==> src/rtl/kv_server_responder.sv <==
`default_nettype none
// ============================================================================
// Module   : kv_server_responder
// Brief    : Server endpoint of the frequency-absorb key-value protocol.
//            Parses the header beat of each request and drains the remaining
//            beats. It keeps a direct-mapped key/value table and returns a
//            single-beat READ_REPLY / WRITE_REPLY packet toward the client.
// Revision : 1.0  initial release
// ============================================================================
module kv_server_responder #(
    parameter int C_S_AXIS_DATA_WIDTH  = 256,
    parameter int C_S_AXIS_TUSER_WIDTH = 128,
    parameter int KEY_WIDTH            = 32,
    parameter int VALUE_WIDTH          = 128,
    parameter int ADDR_WIDTH           = 4
) (
    input  logic                                 axis_aclk,
    input  logic                                 axis_resetn,

    input  logic [C_S_AXIS_DATA_WIDTH-1:0]       s_axis_tdata,
    input  logic [C_S_AXIS_DATA_WIDTH/8-1:0]     s_axis_tkeep,
    input  logic [C_S_AXIS_TUSER_WIDTH-1:0]      s_axis_tuser,
    input  logic                                 s_axis_tvalid,
    input  logic                                 s_axis_tlast,
    output logic                                 s_axis_tready,

    output logic [C_S_AXIS_DATA_WIDTH-1:0]       m_axis_tdata,
    output logic [C_S_AXIS_DATA_WIDTH/8-1:0]     m_axis_tkeep,
    output logic [C_S_AXIS_TUSER_WIDTH-1:0]      m_axis_tuser,
    output logic                                 m_axis_tvalid,
    output logic                                 m_axis_tlast,
    input  logic                                 m_axis_tready,

    output logic [31:0]                          stat_rd_hit,
    output logic [31:0]                          stat_rd_miss,
    output logic [31:0]                          stat_drop
);

    // ------------------------------------------------------------------------
    // Header layout and protocol constants
    // ------------------------------------------------------------------------
    localparam int DEPTH      = 1 << ADDR_WIDTH;
    localparam int TAG_WIDTH  = KEY_WIDTH - ADDR_WIDTH;
    localparam int KEY_LSB    = 8;
    localparam int VAL_LSB    = KEY_LSB + KEY_WIDTH;
    localparam int STAT_LSB   = VAL_LSB + VALUE_WIDTH;
    localparam int OPQ_LSB    = STAT_LSB + 8;
    localparam int OPQ_WIDTH  = C_S_AXIS_DATA_WIDTH - OPQ_LSB;
    localparam int KEEP_WIDTH = C_S_AXIS_DATA_WIDTH / 8;
    localparam int UHI_WIDTH  = C_S_AXIS_TUSER_WIDTH - 32;

    localparam logic [7:0]  OP_READ_REQUEST = 8'd0;
    localparam logic [7:0]  OP_READ_REPLY   = 8'd1;
    localparam logic [7:0]  OP_WRITE        = 8'd2;
    localparam logic [7:0]  OP_DELETE       = 8'd3;
    localparam logic [7:0]  OP_STASH_SYN    = 8'd5;
    localparam logic [7:0]  OP_WRITE_REPLY  = 8'd6;
    localparam logic [15:0] REPLY_LENGTH    = 16'd32;

    typedef enum logic [2:0] {
        ST_IDLE   = 3'd0,
        ST_DRAIN  = 3'd1,
        ST_LOOKUP = 3'd2,
        ST_RESP   = 3'd3,
        ST_REPLY  = 3'd4
    } state_t;

    state_t state;
    state_t state_next;

    // Captured request header
    logic [7:0]             req_opcode;
    logic [KEY_WIDTH-1:0]   req_key;
    logic [VALUE_WIDTH-1:0] req_value;
    logic [OPQ_WIDTH-1:0]   req_opaque;
    logic [UHI_WIDTH-1:0]   req_user_hi;
    logic [7:0]             req_dst;
    logic [7:0]             req_src;

    // Table storage
    logic [DEPTH-1:0]       valid_bits;
    logic [TAG_WIDTH-1:0]   tag_mem   [DEPTH];
    logic [VALUE_WIDTH-1:0] value_mem [DEPTH];

    // Registered table read result
    logic                   rd_valid;
    logic [TAG_WIDTH-1:0]   rd_tag;
    logic [VALUE_WIDTH-1:0] rd_value;

    // Decode of the captured request
    logic [ADDR_WIDTH-1:0]  req_index;
    logic [TAG_WIDTH-1:0]   req_tag;
    logic                   lookup_hit;
    logic                   op_is_read;
    logic                   op_is_write;
    logic                   op_is_delete;
    logic                   op_is_stash;
    logic                   op_is_store;
    logic                   op_has_reply;
    logic                   op_is_drop;

    // Reply assembly
    logic [7:0]                      reply_opcode;
    logic [7:0]                      reply_status;
    logic [VALUE_WIDTH-1:0]          reply_value;
    logic [C_S_AXIS_DATA_WIDTH-1:0]  reply_data;
    logic [C_S_AXIS_TUSER_WIDTH-1:0] reply_user;

    // The keep mask, the request status byte and the request length field
    // carry no meaning for the server.
    logic unused_inputs;
    assign unused_inputs = ^{s_axis_tkeep, s_axis_tdata[STAT_LSB +: 8], s_axis_tuser[15:0]};

    assign req_index    = req_key[ADDR_WIDTH-1:0];
    assign req_tag      = req_key[KEY_WIDTH-1:ADDR_WIDTH];
    assign lookup_hit   = rd_valid && (rd_tag == req_tag);

    assign op_is_read   = (req_opcode == OP_READ_REQUEST);
    assign op_is_write  = (req_opcode == OP_WRITE);
    assign op_is_delete = (req_opcode == OP_DELETE);
    assign op_is_stash  = (req_opcode == OP_STASH_SYN);
    assign op_is_store  = op_is_write || op_is_stash;
    assign op_has_reply = op_is_read || op_is_write || op_is_delete;
    assign op_is_drop   = !(op_has_reply || op_is_stash);

    // ------------------------------------------------------------------------
    // FSM
    // ------------------------------------------------------------------------

    // State register.
    always_ff @(posedge axis_aclk or negedge axis_resetn) begin
        if (!axis_resetn) begin
            state <= ST_IDLE;
        end else begin
            state <= state_next;
        end
    end

    // Next-state decode and input back-pressure; one packet in flight.
    always_comb begin
        state_next    = state;
        s_axis_tready = 1'b0;
        case (state)
            ST_IDLE: begin
                s_axis_tready = 1'b1;
                if (s_axis_tvalid) begin
                    state_next = s_axis_tlast ? ST_LOOKUP : ST_DRAIN;
                end
            end
            ST_DRAIN: begin
                s_axis_tready = 1'b1;
                if (s_axis_tvalid && s_axis_tlast) begin
                    state_next = ST_LOOKUP;
                end
            end
            ST_LOOKUP: begin
                state_next = ST_RESP;
            end
            ST_RESP: begin
                state_next = op_has_reply ? ST_REPLY : ST_IDLE;
            end
            ST_REPLY: begin
                if (m_axis_tready) begin
                    state_next = ST_IDLE;
                end
            end
            default: begin
                state_next = ST_IDLE;
            end
        endcase
    end

    // ------------------------------------------------------------------------
    // Datapath
    // ------------------------------------------------------------------------

    // Latch header fields from the first beat; later beats are ignored.
    always_ff @(posedge axis_aclk or negedge axis_resetn) begin
        if (!axis_resetn) begin
            req_opcode  <= '0;
            req_key     <= '0;
            req_value   <= '0;
            req_opaque  <= '0;
            req_user_hi <= '0;
            req_dst     <= '0;
            req_src     <= '0;
        end else if (state == ST_IDLE && s_axis_tvalid) begin
            req_opcode  <= s_axis_tdata[7:0];
            req_key     <= s_axis_tdata[KEY_LSB +: KEY_WIDTH];
            req_value   <= s_axis_tdata[VAL_LSB +: VALUE_WIDTH];
            req_opaque  <= s_axis_tdata[OPQ_LSB +: OPQ_WIDTH];
            req_user_hi <= s_axis_tuser[C_S_AXIS_TUSER_WIDTH-1:32];
            req_dst     <= s_axis_tuser[31:24];
            req_src     <= s_axis_tuser[23:16];
        end
    end

    // Registered table read, performed once the whole packet has arrived.
    always_ff @(posedge axis_aclk or negedge axis_resetn) begin
        if (!axis_resetn) begin
            rd_valid <= 1'b0;
            rd_tag   <= '0;
            rd_value <= '0;
        end else if (state == ST_LOOKUP) begin
            rd_valid <= valid_bits[req_index];
            rd_tag   <= tag_mem[req_index];
            rd_value <= value_mem[req_index];
        end
    end

    // Valid bits: set by WRITE/STASH_SYN, cleared by a DELETE that hits.
    always_ff @(posedge axis_aclk or negedge axis_resetn) begin
        if (!axis_resetn) begin
            valid_bits <= '0;
        end else if (state == ST_RESP) begin
            if (op_is_store) begin
                valid_bits[req_index] <= 1'b1;
            end else if (op_is_delete && lookup_hit) begin
                valid_bits[req_index] <= 1'b0;
            end
        end
    end

    // Tag/value payload; an entry is meaningless until its valid bit is set,
    // so this storage carries no reset.
    always_ff @(posedge axis_aclk) begin
        if (state == ST_RESP && op_is_store) begin
            tag_mem[req_index]   <= req_tag;
            value_mem[req_index] <= req_value;
        end
    end

    // Reply opcode/status/value from the opcode and lookup result.
    always_comb begin
        reply_opcode = OP_WRITE_REPLY;
        reply_status = 8'h00;
        reply_value  = '0;
        if (op_is_read) begin
            reply_opcode = OP_READ_REPLY;
            if (lookup_hit) begin
                reply_status = 8'h01;
                reply_value  = rd_value;
            end
        end else if (op_is_write) begin
            reply_status = 8'h01;
        end else if (op_is_delete && lookup_hit) begin
            reply_status = 8'h01;
        end
    end

    // The reply heads back to the requester, so source and destination swap.
    assign reply_data = {req_opaque, reply_status, reply_value, req_key, reply_opcode};
    assign reply_user = {req_user_hi, req_src, req_dst, REPLY_LENGTH};

    // Reply beat register; held stable until the downstream accepts it.
    always_ff @(posedge axis_aclk or negedge axis_resetn) begin
        if (!axis_resetn) begin
            m_axis_tvalid <= 1'b0;
            m_axis_tdata  <= '0;
            m_axis_tkeep  <= '0;
            m_axis_tuser  <= '0;
            m_axis_tlast  <= 1'b0;
        end else if (state == ST_RESP && op_has_reply) begin
            m_axis_tvalid <= 1'b1;
            m_axis_tdata  <= reply_data;
            m_axis_tkeep  <= {KEEP_WIDTH{1'b1}};
            m_axis_tuser  <= reply_user;
            m_axis_tlast  <= 1'b1;
        end else if (state == ST_REPLY && m_axis_tready) begin
            m_axis_tvalid <= 1'b0;
        end
    end

    // Event counters; they wrap naturally at 32 bits.
    always_ff @(posedge axis_aclk or negedge axis_resetn) begin
        if (!axis_resetn) begin
            stat_rd_hit  <= '0;
            stat_rd_miss <= '0;
            stat_drop    <= '0;
        end else if (state == ST_RESP) begin
            if (op_is_read && lookup_hit) begin
                stat_rd_hit <= stat_rd_hit + 32'd1;
            end
            if (op_is_read && !lookup_hit) begin
                stat_rd_miss <= stat_rd_miss + 32'd1;
            end
            if (op_is_drop) begin
                stat_drop <= stat_drop + 32'd1;
            end
        end
    end

endmodule
`default_nettype wire

==> config.mk <==
export PLATFORM = sky130hd
export DESIGN_NAME = kv_server_responder
export DESIGN_NICKNAME = d
export VERILOG_FILES = /design/src/rtl/kv_server_responder.sv
export SDC_FILE = /design/constraint.sdc
export NUM_CORES = 2
export LEC_CHECK = 0
export CELL_PAD_IN_SITES_DETAIL_PLACEMENT = 1
export CELL_PAD_IN_SITES_GLOBAL_PLACEMENT = 2
export CORE_AREA = 2 2 539 541
export DETAILED_ROUTE_END_ITERATION = 8
export DIE_AREA = 0 0 541 543
export MAX_ROUTING_LAYER = met4
export PLACE_DENSITY_LB_ADDON = 0.1
export SLEW_MARGIN = 30
export SYNTH_ARGS = -nofsm -noshare
export SYNTH_HDL_FRONTEND = slang
export SYNTH_SLANG_ARGS = --single-unit
==> constraint.sdc <==
create_clock -name axis_aclk -period 18.4 [get_ports axis_aclk]
set_clock_uncertainty 0.1 [all_clocks]
set_input_delay 3.68 -clock axis_aclk [delete_from_list [all_inputs] [get_ports axis_aclk]]
set_output_delay 3.68 -clock axis_aclk [all_outputs]
set_load 0.03 [all_outputs]
# After elaboration in Yosys (flattened, before gate mapping)
# Memory sizes are Yosys's and may differ from the RTL's. A register that Yosys moved wholly into a read port is not among the register bits.
# Cells that the tools add are included.
[op_classes]
eq_ne = 11
n_lt_le_gt_ge = 2
n_mux = 24
bitwise_logic = 4
n_reduce_logical = 27
addsub = 3
[ops]
columns = ["op", "n"]
rows = [
  ["$mux W128", 2],
  ["$add A32 B1 Y32 const B", 3],
  ["$mux W16", 2],
  ["$eq A28 B28 Y1", 1],
  ["$and A16 B16 Y16", 1],
  ["$eq A8 B2 Y1 const B", 2],
  ["$not A16 Y16", 1],
  ["$or A16 B16 Y16", 1],
  ["$mux W3", 5],
  ["$pmux W3 S5", 1],
  ["$logic_and A1 B1 Y1", 10],
  ["$mux W1", 10],
  ["$eq A8 B3 Y1 const B", 1],
  ["$logic_not A8 Y1", 1],
  ["$mux W8", 1],
  ["$reduce_and A2 Y1", 4],
  ["$eq A3 B2 Y1 const B", 2],
  ["$ne A2 B2 Y1 const B", 3],
  ["$lt A4 B5 Y1 const B", 1],
  ["$bmux W1 S4", 1],
  ["$demux W1 S4", 1],
  ["$ge A4 B1 Y1 const B", 1],
  ["$logic_or A1 B1 Y1", 4],
  ["$reduce_bool A2 Y1", 2],
  ["8 further kinds", 10],
]
[totals]
regBits = 848
memories = 2
output_inout_bits = 515
wordCells = 91
ram_bits = 2496
[mem_list]
columns = ["memory", "words", "word_bits", "read_ports", "rd_ports_with_merged_regs", "wr", "line_no", "text"]
rows = [
  ["value_mem", 16, 128, 1, 1, 1, "83", "logic [VALUE_WIDTH-1:0] value_mem [DEPTH];"],
  ["tag_mem", 16, 28, 1, 1, 1, "82", "logic [TAG_WIDTH-1:0] tag_mem [DEPTH];"],
]

# Logic depth before layout (Yosys ltp)
[depth]
ltp_word = 8
ltp_mapped = 9
mapped_depth_nobuf = 6

# Worst setup path after synthesis
# No wires, ideal clock.
[synth_path]
kind = "reg2reg"
startpoint = "reg req_key[1]"
endpoint = "mem tag_mem[2][0] in the netlist's numbering (enable)"
stages_incl_launch_ff = 8
n_path_buf = 4
synth_period_minus_slack_ns = 13.180
arrival_ns = 12.215
path_slack_ns = 5.220
required_time_ns = 17.435
path_cell_list = "dfrtp_1 clkbuf_1 buf_2 clkbuf_1 buf_1 nor2b_1 nand2_1 nor3_1"
[synth_rtl]
columns = ["item", "line_no", "text"]
rows = [
  ["from (decl)", "73", "logic [KEY_WIDTH-1:0] req_key;"],
  ["from (signal assigned)", "189", "req_key <= s_axis_tdata[KEY_LSB +: KEY_WIDTH];"],
  ["to (decl)", "82", ""],
]
# Straight into the memory's write port.

# Final worst setup path
[layout_path]
startpoint = "in s_axis_tvalid"
endpoint = "reg req_value[31]"
[layout_between]
elab_chain_cells = 1
[layout_lines]
columns = ["item", "line_no", "text"]
rows = [
  ["from (decl)", "23", "input logic s_axis_tvalid,"],
  ["$logic_and A1 B1 Y1", "187", "end else if (state == ST_IDLE && s_axis_tvalid) begin"],
  ["to (signal assigned)", "190", "req_value <= s_axis_tdata[VAL_LSB +: VALUE_WIDTH];"],
  ["to (decl)", "74", "logic [VALUE_WIDTH-1:0] req_value;"],
]
# Every way passes these cells.
# A chain may end at the register's enable or synchronous reset.

==> results.sh <==
export IMPL_post_synth_inst_count=6430
export IMPL_area_growth_pct=19.17
export IMPL_synth_top_cell_by_area="sky130_fd_sc_hd__edfxtp_1"
export IMPL_cts_root_buffer="sky130_fd_sc_hd__clkbuf_16"
export IMPL_first_iter_violations=5768
export IMPL_hold_class="flip-flop to flip-flop"
export IMPL_tightestPinTransition_ns=1.092
export IMPL_max_slew_margin_rel_pct=27.20
export IMPL_drc=0
export IMPL_ctsHtreeMaxLevel=5
export IMPL_detailedRoute_firstPassIterationCount=8
export IMPL_synth_ff_latch_count=3485
export IMPL_reg2reg_setup_slack_ns=12.76
export IMPL_die_area_um2=293800
export IMPL_netlist_area_leader_share_pct=56.84
export IMPL_power_static_leakage_uw=0.05545
export IMPL_netlist_cell_type_count=47
export IMPL_post_synth_main_area_contributors="sky130_fd_sc_hd__edfxtp_1 (57%), sky130_fd_sc_hd__dfrtp_1 (19%), sky130_fd_sc_hd__mux4_2 (13%)"
export IMPL_maxCapViolations=0
export IMPL_fp_row_count=197
export IMPL_critical_path_startpoint_type="input pin"
export IMPL_detailed_routed_wire_length_on_met2_um=177400
export IMPL_io_pin_count=936
export IMPL_fraction_of_the_yosys_area_taken_by_sequential_cells_pct=75.61
export IMPL_core_region_area_um2=287400
export IMPL_vdd_drop_max_mv=0.1026
export IMPL_cts_sinks=3485
export IMPL_finalSetupViolations=0
export IMPL_highest_layer="met4"
export IMPL_postSynth_topFlopCell="sky130_fd_sc_hd__edfxtp_1"
export IMPL_netlist_area_before_placement_um2=131900
export IMPL_critPathCaptureType="flip-flop"
export IMPL_route_antenna_remaining_nets=0
export IMPL_numCtsBuffers=370
export IMPL_timing_critical_path_arrival_ns=7.65
export IMPL_synth_edf_count=2496
export IMPL_post_dp_hpwl_um=192700
export IMPL_post_cts_resized=0
export IMPL_fmax_ghz=0.1438
export IMPL_start_util_pct=45.88
export IMPL_cts_hold_buf=0
export IMPL_globalplace_congestion=0.8017
export IMPL_power_density_cells_nw_per_um2=159.5
export IMPL_final_net_count=7852
export IMPL_grt_pass1_vias=70170
export IMPL_grt_overflow_total=0
export IMPL_cts_buffer_depth=4
export IMPL_final_core_utilization_pct=54.68
export IMPL_synthArstFlopShare_pct=28.38
export IMPL_wl_um=350700
export IMPL_fin_crit_ns=6.954
export IMPL_grt_antenna_before_repair=37
export IMPL_required_ns=19.10
export IMPL_io_buffers=852
export IMPL_die_width_um=541
export IMPL_post_route_cells_drive_above_1_share_pct=26.05
export IMPL_postSynthAreaPerCell_um2=20.51
export IMPL_dr_wl_met3_um=16560
export IMPL_finalHoldViolations=0
export IMPL_ys_warnings_count=0
export IMPL_largest_net_degree_at_the_start_of_global_routing=167
export IMPL_wire_length_of_the_first_global_routing_pass_um=506900
export IMPL_clock_latency_ns=0.92
export IMPL_avgViaCountPerCell=5.677
export IMPL_post_cts_repair_setup_buffers=0
export IMPL_fin_crit_sh_pct=37.80
export IMPL_path_class="input pin to flip-flop"
export IMPL_routed_wire_length_per_instance_um=30.36
export IMPL_die_h_um=543
export IMPL_clk_pin_slew_ns=0.06
export IMPL_path_max_fanout=137
export IMPL_unrepaired_setup_endpoints_after_global_routing="false"
export IMPL_outcome="complete, no violations"
export IMPL_grt_total_usage_pct=24.51
export IMPL_tritoncts="done"
export IMPL_met1_length_um=147200
export IMPL_vias=65570
export IMPL_finalMaxSlewViolations=0
export IMPL_fin_setup_tns_ns=0
==> path summary, 6_finish.rpt <==
kind / from / end / cells after the start
max in group asynchronous: axis_resetn / req_src[1] / 4
worst max register to register: req_key[0] / rd_value[28] / 8
worst min register to register: req_opaque[24] / m_axis_tdata[200] / 2
worst min-delay path: req_opaque[24] / m_axis_tdata[200] / 2
min in group asynchronous: axis_resetn / req_value[70] / 1
worst max-delay path: s_axis_tvalid / req_value[31] / 6
==> cells in the final DEF, fill, tap and decap left out, types with 36 or more instances in the layout <==
cell                                 n
sky130_fd_sc_hd__nand4_1            53
sky130_fd_sc_hd__clkdlybuf4s50_1   851
sky130_fd_sc_hd__clkbuf_1          106
sky130_fd_sc_hd__buf_4             108
sky130_fd_sc_hd__nand2_1           715
sky130_fd_sc_hd__dfrtp_1           984
sky130_fd_sc_hd__clkinv_1           57
sky130_fd_sc_hd__mux2_2            518
sky130_fd_sc_hd__clkinv_2           52
sky130_fd_sc_hd__xor2_1             50
sky130_fd_sc_hd__bufinv_16          36
sky130_fd_sc_hd__nand3_1            39
sky130_fd_sc_hd__edfxtp_1         2496
sky130_fd_sc_hd__clkbuf_16         378
sky130_fd_sc_hd__a22o_1            128
sky130_fd_sc_hd__mux4_2            785
sky130_fd_sc_hd__xnor2_1            72
==> logic make-up after synthesis <==
| kind of cell | Yosys count | synth area share (%) |
|---|---|---|
| fa+ha+maj | 3 | 0.02847 |
| buf+inv | 403 | 1.543 |
| compound gates | 155 | 0.9992 |
| other cells | 1 | 0.002844 |
| xor+xnor | 122 | 0.8103 |
| simple gates | 957 | 3.165 |
| mux | 1304 | 17.84 |
| flops | 3485 | 75.61 |
==> final cells by class <==
class	count	area, µm²
inverters	4	15.01
fillers	24980	130300
diodes	26	65.06
flip-flops and latches	3485	99720
clock inverters	177	1956
multi-input cells	2568	30370
well taps	3781	4731
repair buffers	999	10060
clock buffers	511	10230
==> report_power, final <==
group	switching (µW)	internal, µW
Clock	3090	4400
Sequential	1290	10100
Combinational	3020	3120
Total	7400	17700
==> routing by layer <==
layer	GRT usage, %	vias to the layer above
li1	-	27440
met1	32.66	35930
met2	39.80	1706
met3	3.232	498
met4	7.077	0
met5	-	-
==> cells in the mapped netlist (3+ instances only) <==
library cell	instances
sky130_fd_sc_hd__inv_1	4
sky130_fd_sc_hd__clkbuf_1	199
sky130_fd_sc_hd__nand2b_1	4
sky130_fd_sc_hd__mux4_2	785
sky130_fd_sc_hd__buf_1	27
sky130_fd_sc_hd__buf_6	20
sky130_fd_sc_hd__edfxtp_1	2496
sky130_fd_sc_hd__nor3_1	26
sky130_fd_sc_hd__mux2_2	518
sky130_fd_sc_hd__xor2_1	50
sky130_fd_sc_hd__and3_1	20
sky130_fd_sc_hd__and2_1	8
sky130_fd_sc_hd__nor4_1	15
sky130_fd_sc_hd__nand2_1	716
sky130_fd_sc_hd__nor2_1	34
sky130_fd_sc_hd__a22o_1	128
sky130_fd_sc_hd__nand3_1	39
sky130_fd_sc_hd__and4_1	14
sky130_fd_sc_hd__nand4_1	53
sky130_fd_sc_hd__ha_1	3
sky130_fd_sc_hd__a21o_1	16
sky130_fd_sc_hd__nor2b_1	5
sky130_fd_sc_hd__xnor2_1	72
sky130_fd_sc_hd__nor4_2	6
sky130_fd_sc_hd__or3_1	3
sky130_fd_sc_hd__dfrtp_1	989
sky130_fd_sc_hd__buf_4	72
sky130_fd_sc_hd__buf_2	80
sky130_fd_sc_hd__a21oi_1	5
==> critical path: stages <==
cell and delay (ns):
sky130_fd_sc_hd__clkdlybuf4s50_1 0.53, sky130_fd_sc_hd__nor4b_2 0.48, sky130_fd_sc_hd__buf_12 0.54, sky130_fd_sc_hd__buf_4 0.80, sky130_fd_sc_hd__buf_4 0.78, sky130_fd_sc_hd__mux2_2 0.41
==> state kept, by name, indices dropped and copies added (netlist names), named ones only <==
name	cells
value_mem	2048
tag_mem	448
m_axis_tdata	243
rd_value	128
req_value	128
m_axis_tuser	113
req_user_hi	96
req_opaque	80
req_key	32
stat_drop	32
stat_rd_hit	32
stat_rd_miss	32
rd_tag	28
req_dst	8
req_opcode	8
req_src	8
state	3
m_axis_tvalid	1
rd_valid	1
==> through the flow <==
stage | instances | cell area, µm² | hold slack (ns) | total power [µW] | setup slack (ns)
final | 11550 | 157100 | 0.3611 | 25060 | 11.45
after global routing | 11550 | 157100 | 0.3729 | 26120 | 11.31
after CTS | 11520 | 156900 | 0.3612 | 25350 | 11.52
after detailed placement | 10830 | 144700 | 0.3530 | 17810 | 10.52
after global placement | 10830 | 144600 | 0.3474 | 17610 | 10.55
after floorplan | 6456 | 132000 | 0.3348 | 15460 | 5.220
(Power assumes the default switching activity.)
